## src/rtl/freq_meter_pkg.sv

```systemverilog
// Shared types and constants for the frequency meter.
// Imported by the top level and by its testbench.
package freq_meter_pkg;

    typedef enum logic [1:0] {
        IDLE    = 2'd0,
        MEASURE = 2'd1,
        DONE    = 2'd2
    } fm_state_e;

    localparam int FREC_BASE_MHZ_DEF = 100;

    // A 1 ms gate at the given clock makes the result read in kHz.
    function automatic int gate_cycles_default(input int mhz);
        return mhz * 1000;
    endfunction

    // Saturation value of a width-bit counter (width up to 63).
    function automatic logic [63:0] count_max(input int width);
        return (64'd1 << width) - 64'd1;
    endfunction

endpackage

```

## src/rtl/freq_meter_sync_edge_detect.sv

```systemverilog
// Two-flop synchroniser plus a rising-edge pulse.
// Reusable for buttons and other asynchronous inputs.
module sync_edge_detect (
    input  logic clk_i,
    input  logic reset_i,
    input  logic async_i,
    output logic edge_o
);

    logic [2:0] sync_q;

    // Shift the raw input through sync1, sync2 and the edge-detect flop.
    always_ff @(posedge clk_i) begin
        if (reset_i) begin
            sync_q <= '0;
        end else begin
            sync_q <= {sync_q[1:0], async_i};
        end
    end

    assign edge_o = sync_q[1] & ~sync_q[2];

endmodule

```

## src/rtl/freq_meter.sv

```systemverilog
// Counts rising edges of an async signal over a fixed gate window.
// One result per window; optional back-to-back continuous mode.
module freq_meter
    import freq_meter_pkg::*;
#(
    parameter int FREC_BASE_MHZ = FREC_BASE_MHZ_DEF,
    parameter int GATE_CYCLES   = gate_cycles_default(FREC_BASE_MHZ),
    parameter int COUNT_WIDTH   = 24
) (
    input  logic                   clk,
    input  logic                   reset,
    input  logic                   sig_in,
    input  logic                   start,
    input  logic                   continuous,
    output logic                   busy,
    output logic                   valid,
    output logic [COUNT_WIDTH-1:0] freq_count,
    output logic                   overflow
);

    localparam int GW = (GATE_CYCLES > 1) ? $clog2(GATE_CYCLES) : 1;
    localparam logic [GW-1:0] GATE_LAST = GW'(GATE_CYCLES - 1);
    localparam logic [COUNT_WIDTH-1:0] COUNT_MAX =
        COUNT_WIDTH'(count_max(COUNT_WIDTH));

    fm_state_e              state_q, state_d;
    logic [GW-1:0]          gate_q, gate_d;
    logic [COUNT_WIDTH-1:0] cnt_q, cnt_d;
    logic                   ovf_q, ovf_d;
    logic [COUNT_WIDTH-1:0] freq_q, freq_d;
    logic                   res_ovf_q, res_ovf_d;

    logic                   edge_pulse;
    logic                   at_max;
    logic [COUNT_WIDTH-1:0] cnt_inc;
    logic                   ovf_inc;

    sync_edge_detect u_sync (
        .clk_i   (clk),
        .reset_i (reset),
        .async_i (sig_in),
        .edge_o  (edge_pulse)
    );

    // Saturating count including this cycle's edge, if any.
    always_comb begin
        at_max  = (cnt_q == COUNT_MAX);
        cnt_inc = cnt_q;
        ovf_inc = ovf_q;
        if (edge_pulse) begin
            if (at_max) begin
                ovf_inc = 1'b1;
            end else begin
                cnt_inc = cnt_q + 1'b1;
            end
        end
    end

    // Next-state and datapath updates for the measurement FSM.
    always_comb begin
        state_d   = state_q;
        gate_d    = gate_q;
        cnt_d     = cnt_q;
        ovf_d     = ovf_q;
        freq_d    = freq_q;
        res_ovf_d = res_ovf_q;
        unique case (state_q)
            IDLE: begin
                if (start) begin
                    state_d = MEASURE;
                    gate_d  = '0;
                    cnt_d   = '0;
                    ovf_d   = 1'b0;
                end
            end
            MEASURE: begin
                if (gate_q == GATE_LAST) begin
                    freq_d    = cnt_inc;
                    res_ovf_d = ovf_inc;
                    state_d   = DONE;
                end else begin
                    gate_d = gate_q + 1'b1;
                    cnt_d  = cnt_inc;
                    ovf_d  = ovf_inc;
                end
            end
            DONE: begin
                if (continuous) begin
                    state_d = MEASURE;
                    gate_d  = '0;
                    cnt_d   = '0;
                    ovf_d   = 1'b0;
                end else begin
                    state_d = IDLE;
                end
            end
            default: state_d = IDLE;
        endcase
    end

    // State and counter registers; reset also clears the last result.
    always_ff @(posedge clk) begin
        if (reset) begin
            state_q   <= IDLE;
            gate_q    <= '0;
            cnt_q     <= '0;
            ovf_q     <= 1'b0;
            freq_q    <= '0;
            res_ovf_q <= 1'b0;
        end else begin
            state_q   <= state_d;
            gate_q    <= gate_d;
            cnt_q     <= cnt_d;
            ovf_q     <= ovf_d;
            freq_q    <= freq_d;
            res_ovf_q <= res_ovf_d;
        end
    end

    assign busy       = (state_q == MEASURE);
    assign valid      = (state_q == DONE);
    assign freq_count = freq_q;
    assign overflow   = res_ovf_q;

endmodule

```

## config.mk

```make
export PLATFORM = sky130hd
export DESIGN_NAME = freq_meter
export DESIGN_NICKNAME = d
export VERILOG_FILES = /design/src/rtl/freq_meter_pkg.sv /design/src/rtl/freq_meter_sync_edge_detect.sv /design/src/rtl/freq_meter.sv
export SDC_FILE = /design/constraint.sdc
export NUM_CORES = 1
export LEC_CHECK = 0
export ABC_CLOCK_PERIOD_IN_PS = 1900
export CAP_MARGIN = 20
export CELL_PAD_IN_SITES_DETAIL_PLACEMENT = 1
export CELL_PAD_IN_SITES_GLOBAL_PLACEMENT = 2
export CORE_MARGIN = 8
export CORE_UTILIZATION = 32
export DETAILED_ROUTE_END_ITERATION = 7
export GPL_ROUTABILITY_DRIVEN = 0
export GPL_TIMING_DRIVEN = 0
export PLACE_DENSITY = 0.74
export RECOVER_POWER = 100
export SYNTH_ARGS = -nofsm -noshare
export SYNTH_HDL_FRONTEND = slang
export SYNTH_HIERARCHICAL = 1
export SYNTH_SLANG_ARGS = --single-unit
```

## constraint.sdc

```tcl
create_clock -name clk -period 1.9 [get_ports clk]
set_input_delay 0.475 -clock clk [delete_from_list [all_inputs] [get_ports clk]]
set_output_delay 0.475 -clock clk [all_outputs]
set_load 0.1 [all_outputs]
```

## Yosys cells after proc, flatten, opt, wreduce, memory -nomap -nowiden

Cells that the tools add are included.
Widths: inputs -> output; s select.

- Reductions and logical operators: 5
- Mux-type cells: 20
- Equal/unequal tests: 8
- Bitwise logic cells: 2
- $add $sub $neg: 2

Operators by type and width:

| cell | count |
|---|---|
| $mux 24 | 5 |
| $pmux 24 s3 | 1 |
| $mux 17 | 3 |
| $pmux 17 s3 | 1 |
| $add 24x1->24 const B | 1 |
| $eq 24x24->1 const B | 1 |
| $add 17x1->17 const B | 1 |
| $eq 17x17->1 const B | 1 |
| $mux 1 | 6 |
| $ne 2x2->1 const B | 3 |
| $pmux 2 s3 | 1 |
| $mux 2 | 2 |
| $reduce_and 2->1 | 2 |
| $reduce_and 4->1 | 1 |
| $pmux 1 s3 | 1 |
| $reduce_bool 3->1 | 1 |
| $eq 2x1->1 const B | 1 |
| $eq 2x2->1 const B | 1 |
| $logic_not 2->1 | 1 |
| $ne 2x1->1 const B | 1 |
| $and 1x1->1 | 1 |
| $not 1->1 | 1 |

- Logic and storage cells: 44
- Input bits: 5
- Register bits: 72

## Logic depth before layout (Yosys ltp)

- Depth after elaboration: 5
- Mapped depth: 9
- Mapped depth without buffers: 6

## Modules after synthesis

Netlist, hierarchy kept.

Modules (own cells, without submodules):

| module | times used | cells each | sequential area each (um2) | area an instance (um2) |
|---|---|---|---|---|
| freq_meter | 1 | 422 | 1,381.3 | 3,697.3 |
| sync_edge_detect | 1 | 7 | 60.1 | 87.6 |

## Worst setup path before layout

OpenSTA, ideal clock, no wires.

- Path kind: register -> output
- Start: register state_q[1]
- End: output port valid
- Path slack: -0.267 ns
- Buffers on the path: 0
- Data required time: 1.425 ns
- Arrival time: 1.692 ns
- Cell stages (with the launch flop): 2
- Path through: dfxtp_1 > nor2b_1

- Cells in the longest elaborated chain, start to end: 1

Ends and longest elaborated chain:

| element | line | text |
|---|---|---|
| start, declared | freq_meter.sv:26 | `fm_state_e state_q, state_d;` |
| start signal, assigned | freq_meter.sv:111 | `state_q <= state_d;` |
| $eq 2x2->1 | freq_meter.sv:121 | `assign valid = (state_q == DONE);` |
| end, declared | freq_meter.sv:16 | `output logic valid,` |

Every way passes these cells.

## Worst setup path after layout

- Start: register gate_q[5]
- End: register freq_q[19], in the netlist freq_count[19]

- Cells in the longest elaborated chain, start to end: 2

Ends and longest elaborated chain:

| element | line | text |
|---|---|---|
| start, declared | freq_meter.sv:27 | `logic [GW-1:0] gate_q, gate_d;` |
| start signal, assigned | freq_meter.sv:112 | `gate_q <= gate_d;` |
| $eq 17x17->1 | freq_meter.sv:77 | `if (gate_q == GATE_LAST) begin` |
| $reduce_and 2->1 (no line) | n/a |  |
| end signal, assigned | freq_meter.sv:115 | `freq_q <= freq_d;` |
| end, declared | freq_meter.sv:30 | `logic [COUNT_WIDTH-1:0] freq_q, freq_d;` |

Every way passes these cells.
A chain may end at the register's enable or synchronous reset.

==> out/qor.log <==
[drt] number of vias per cell after detailed routing 5.645
[run] max capacitance violation total 0
[clock_tree] clk_lat worst skew 0.34 ns
[yosys] cell with the most instances after synthesis sky130_fd_sc_hd__dfxtp_1
[drt] M1 WL 5.891 mm
[final_layout] layout overhead on the synthesized area 45.52%
[timing] min setup slack post-route -0.2067 ns
[timing] setup repair after global routing missed its margin yes
[global_route] first-pass GRT wire length 21.31 mm
[global_route] overall routing resource usage 17.06%
[drt] Top Layer Used met4
[timing] total of endpoints with negative setup slack in the final report 50
[drt] Initial DRT Pass Iterations 4
[floorplan] Boundary Pins 32
[timing] Final Hold Fails 0
[clock_tree] CTS clk-pin slew, worst paths 0.05 ns
[yosys] count of yosys warnings during synthesis 6
[drt] detailed-route via count 3,720
[drt] final routed wire length divided by cell count 20.41 um
[drt] Routed met2 length 6.576 mm
[place] DPL Wire Length 8.469 mm
[yosys] fraction of synthesis flops using an asynchronous set or reset pin 0%
[setup_path] maximum fanout count along the critical path 6
[global_route] vias in the first global route 3,823
[power] leakage power 1.948 nW
[final_layout] net count of the finished layout 518
[place] minimum setup slack after placement -0.8737 ns
[final_layout] fraction of layout cells with a size suffix above 1 42.05%
[setup_path] category of the worst setup path launch point flop
[setup_path] data arrival time of the critical path 2.33 ns
[yosys] area of the mapped netlist 0.003785 mm^2
[yosys] post-synth top area share 38.08%
[drt] wire length on met3 530 um
[yosys] synthesized area divided by synthesized cell count 8.823 um^2
[timing] minimum period implied by the final worst setup slack 2.107 ns
[clock_tree] CTS root buffer sky130_fd_sc_hd__clkbuf_16
[floorplan] Die Y 124.8 um
[floorplan] number of placement rows 39
[clock_tree] CTS tree done
[timing] Slew headroom 63.45%
[timing] setup clock skew after layout 0.008112 ns
[clock_tree] maximum buffer depth of the clock tree 2
[drt] Total Wirelength 13.45 mm
[yosys] Post-synth EDFFs 0
[global_route] grt total ovfl 0
[run_status] run status finished, violations left
[yosys] dominant register cell in the synthesized netlist sky130_fd_sc_hd__dfxtp_1
[floorplan] Placeable Area 0.01147 mm^2
[global_route] pin count of the biggest net entering global routing 12
[clock_tree] H-tree lvl count 3
[yosys] synthesized flop and latch total 72
[drt] DRC violation count after routing 0
[yosys] count of distinct cell types in the synthesized netlist 63
[yosys] ranking of synthesized cells by instance count sky130_fd_sc_hd__dfxtp_1, sky130_fd_sc_hd__nor2_1, sky130_fd_sc_hd__a21oi_1
[final_layout] utilization after layout 48.03%
[clock_tree] clock net sink count 72
[yosys] proportion of synthesized chip area in sequential cells 38.08%
[setup_path] Crit. End Element flop
[timing] Final Slew Violations 0
[floorplan] starting utilization of the core area 33.01%
[yosys] top area cells in the synthesized netlist sky130_fd_sc_hd__dfxtp_1, sky130_fd_sc_hd__a211oi_2, sky130_fd_sc_hd__xnor2_1, sky130_fd_sc_hd__nor2_1, sky130_fd_sc_hd__a21oi_1
[place] IO buf count 31
[power] maximum vdd drop 0.0004284 V
[yosys] instance count of the mapped netlist 429
[yosys] Synthesized Nets 436
[floorplan] die outline area 0.01556 mm^2
[worst_hold_path] Tightest Hold Check Type flop to flop
[timing] FMAX 474.7 MHz
[floorplan] Die X-Extent 124.8 um
[final_layout] total inserted antenna cells 0
[setup_path] Worst EP required 2.12 ns
[setup_path] critical path type flop to flop
[final_layout] fill cell instance count of the final layout 1,264
[drt] Iter 0 DRT Violations 181
[drt] remaining number of nets flagged by the antenna check after routing 0
[run_status] violated checks setup timing
[clock_tree] TritonCTS buffer count 9
[yosys] Synth area leader sky130_fd_sc_hd__dfxtp_1
[global_route] antenna violations before repair 0
[clock_tree] number of buffers inserted by hold repair at cts 0
[timing] transition time at the pin with the least slew margin 0.5508 ns
[power] ratio of total power to cell area 623.8 mW/mm^2
[timing] Tcrit/Tclk final 110.9%
## sequential cells by signal, indices dropped and copies added (netlist names)
| signal | count |
|---|---|
| cnt_q | 24 |
| freq_count | 24 |
| gate_q | 17 |
| u_sync/sync_q | 3 |
| state_q | 2 |
| overflow | 1 |
| ovf_q | 1 |
## cell type report
| class | count | area [um^2] | share of cell area [%] |
|---|---|---|---|
| repair buffers | 75 | 747.0 | 13.56 |
| multi-input cells | 314 | 2452 | 44.53 |
| clock inverters | 3 | 15.01 | 0.2726 |
| well taps | 143 | 178.9 | 3.249 |
| inverters | 11 | 45.04 | 0.8178 |
| clock buffers | 13 | 270.3 | 4.907 |
| plain buffers | 28 | 322.8 | 5.861 |
| flip-flops and latches | 72 | 1476 | 26.81 |
## metal layers
metal / GRT usage (%) / up-vias
met5: 0 / -
met4: 7.796 / 0
met3: 3.404 / 28
met2: 28.37 / 70
met1: 20.71 / 1852
li1: - / 1770
## timing repair
action / in CTS / in global routing
resized for setup: 190 / 42
gates cloned: 4 / 2
setup endpoints to repair: 96 / 68
pin swaps: 32 / 16
setup buffers: 36 / 4
endpoints found under the hold margin: 0 / 0
## kinds of logic (layout without fill, tap and decap cells)
| group | count (synthesis) | in the layout | synth area share [%] |
|---|---|---|---|
| DFF | 72 | 72 | 38.08 |
| buffers and inverters | 44 | 130 | 5.950 |
| and+or+nand+nor | 159 | 159 | 23.97 |
| adders and majority gates | 2 | 2 | 0.6611 |
| muxes | 3 | 3 | 0.7934 |
| xor gates and xnor gates | 21 | 21 | 4.860 |
| AOI/OAI and AO/OA | 128 | 129 | 25.69 |
## cell usage in the layout, fill, tap and decap left out, types with 4 or more instances in the layout
cell type / count
sky130_fd_sc_hd__dfxtp_1: 56
sky130_fd_sc_hd__nor2_1: 35
sky130_fd_sc_hd__buf_4: 33
sky130_fd_sc_hd__clkdlybuf4s15_2: 25
sky130_fd_sc_hd__nand2_1: 19
sky130_fd_sc_hd__xnor2_1: 19
sky130_fd_sc_hd__a211oi_2: 19
sky130_fd_sc_hd__a31oi_1: 18
sky130_fd_sc_hd__a21oi_1: 14
sky130_fd_sc_hd__nand4_1: 13
sky130_fd_sc_hd__nand3_1: 13
sky130_fd_sc_hd__buf_6: 12
sky130_fd_sc_hd__or3_1: 11
sky130_fd_sc_hd__clkbuf_16: 11
sky130_fd_sc_hd__inv_1: 10
sky130_fd_sc_hd__dfxtp_2: 10
sky130_fd_sc_hd__and4_1: 9
sky130_fd_sc_hd__o21ai_0: 9
sky130_fd_sc_hd__a21oi_2: 9
sky130_fd_sc_hd__and3_1: 8
sky130_fd_sc_hd__o21ai_1: 8
sky130_fd_sc_hd__buf_12: 8
sky130_fd_sc_hd__clkbuf_2: 7
sky130_fd_sc_hd__clkbuf_8: 7
sky130_fd_sc_hd__dfxtp_4: 6
sky130_fd_sc_hd__nor2_2: 5
sky130_fd_sc_hd__and2_1: 4
sky130_fd_sc_hd__o211a_1: 4
sky130_fd_sc_hd__a21o_1: 4
## worst paths after layout
kind	end	slack (ns)	cells after the start	start
min	u_sync/sync_q[1]	0.44	1	u_sync/sync_q[0]
min reg2reg	u_sync/sync_q[1]	0.44	1	u_sync/sync_q[0]
max reg2reg	freq_count[19]	-0.21	8	gate_q[5]
max	freq_count[19]	-0.21	8	gate_q[5]
## power by group
part	switching, mW	internal (mW)
registers	0.0111	1.51
clock network	0.655	0.985
logic	0.165	0.107
total	0.831	2.61
## critical path, cell delays in order, from the launching register on
cell                      delay, ns
sky130_fd_sc_hd__dfxtp_2       0.32
sky130_fd_sc_hd__or4b_4        0.55
sky130_fd_sc_hd__nor4_4        0.28
sky130_fd_sc_hd__buf_4         0.18
sky130_fd_sc_hd__and2_4        0.15
sky130_fd_sc_hd__buf_12        0.13
sky130_fd_sc_hd__buf_8         0.13
sky130_fd_sc_hd__and4_1        0.20
sky130_fd_sc_hd__nor4_2        0.05
## through the flow
step                setup TNS, ns  std cells  hold slack, ns  cell area [um^2]  total power, mW
detailed placement         -49.95        603          0.4365              4367            1.751
floorplan                  -2.323        429          0.4138              3877            1.682
global route               -11.69        659          0.4639              5508            3.549
global placement           -48.37        603          0.4179              4367            1.749
CTS                        -7.166        654          0.4490              5348            3.435
finish                     -6.903        659          0.4412              5508            3.436
Note: power is estimated with default switching activity, not from simulation.
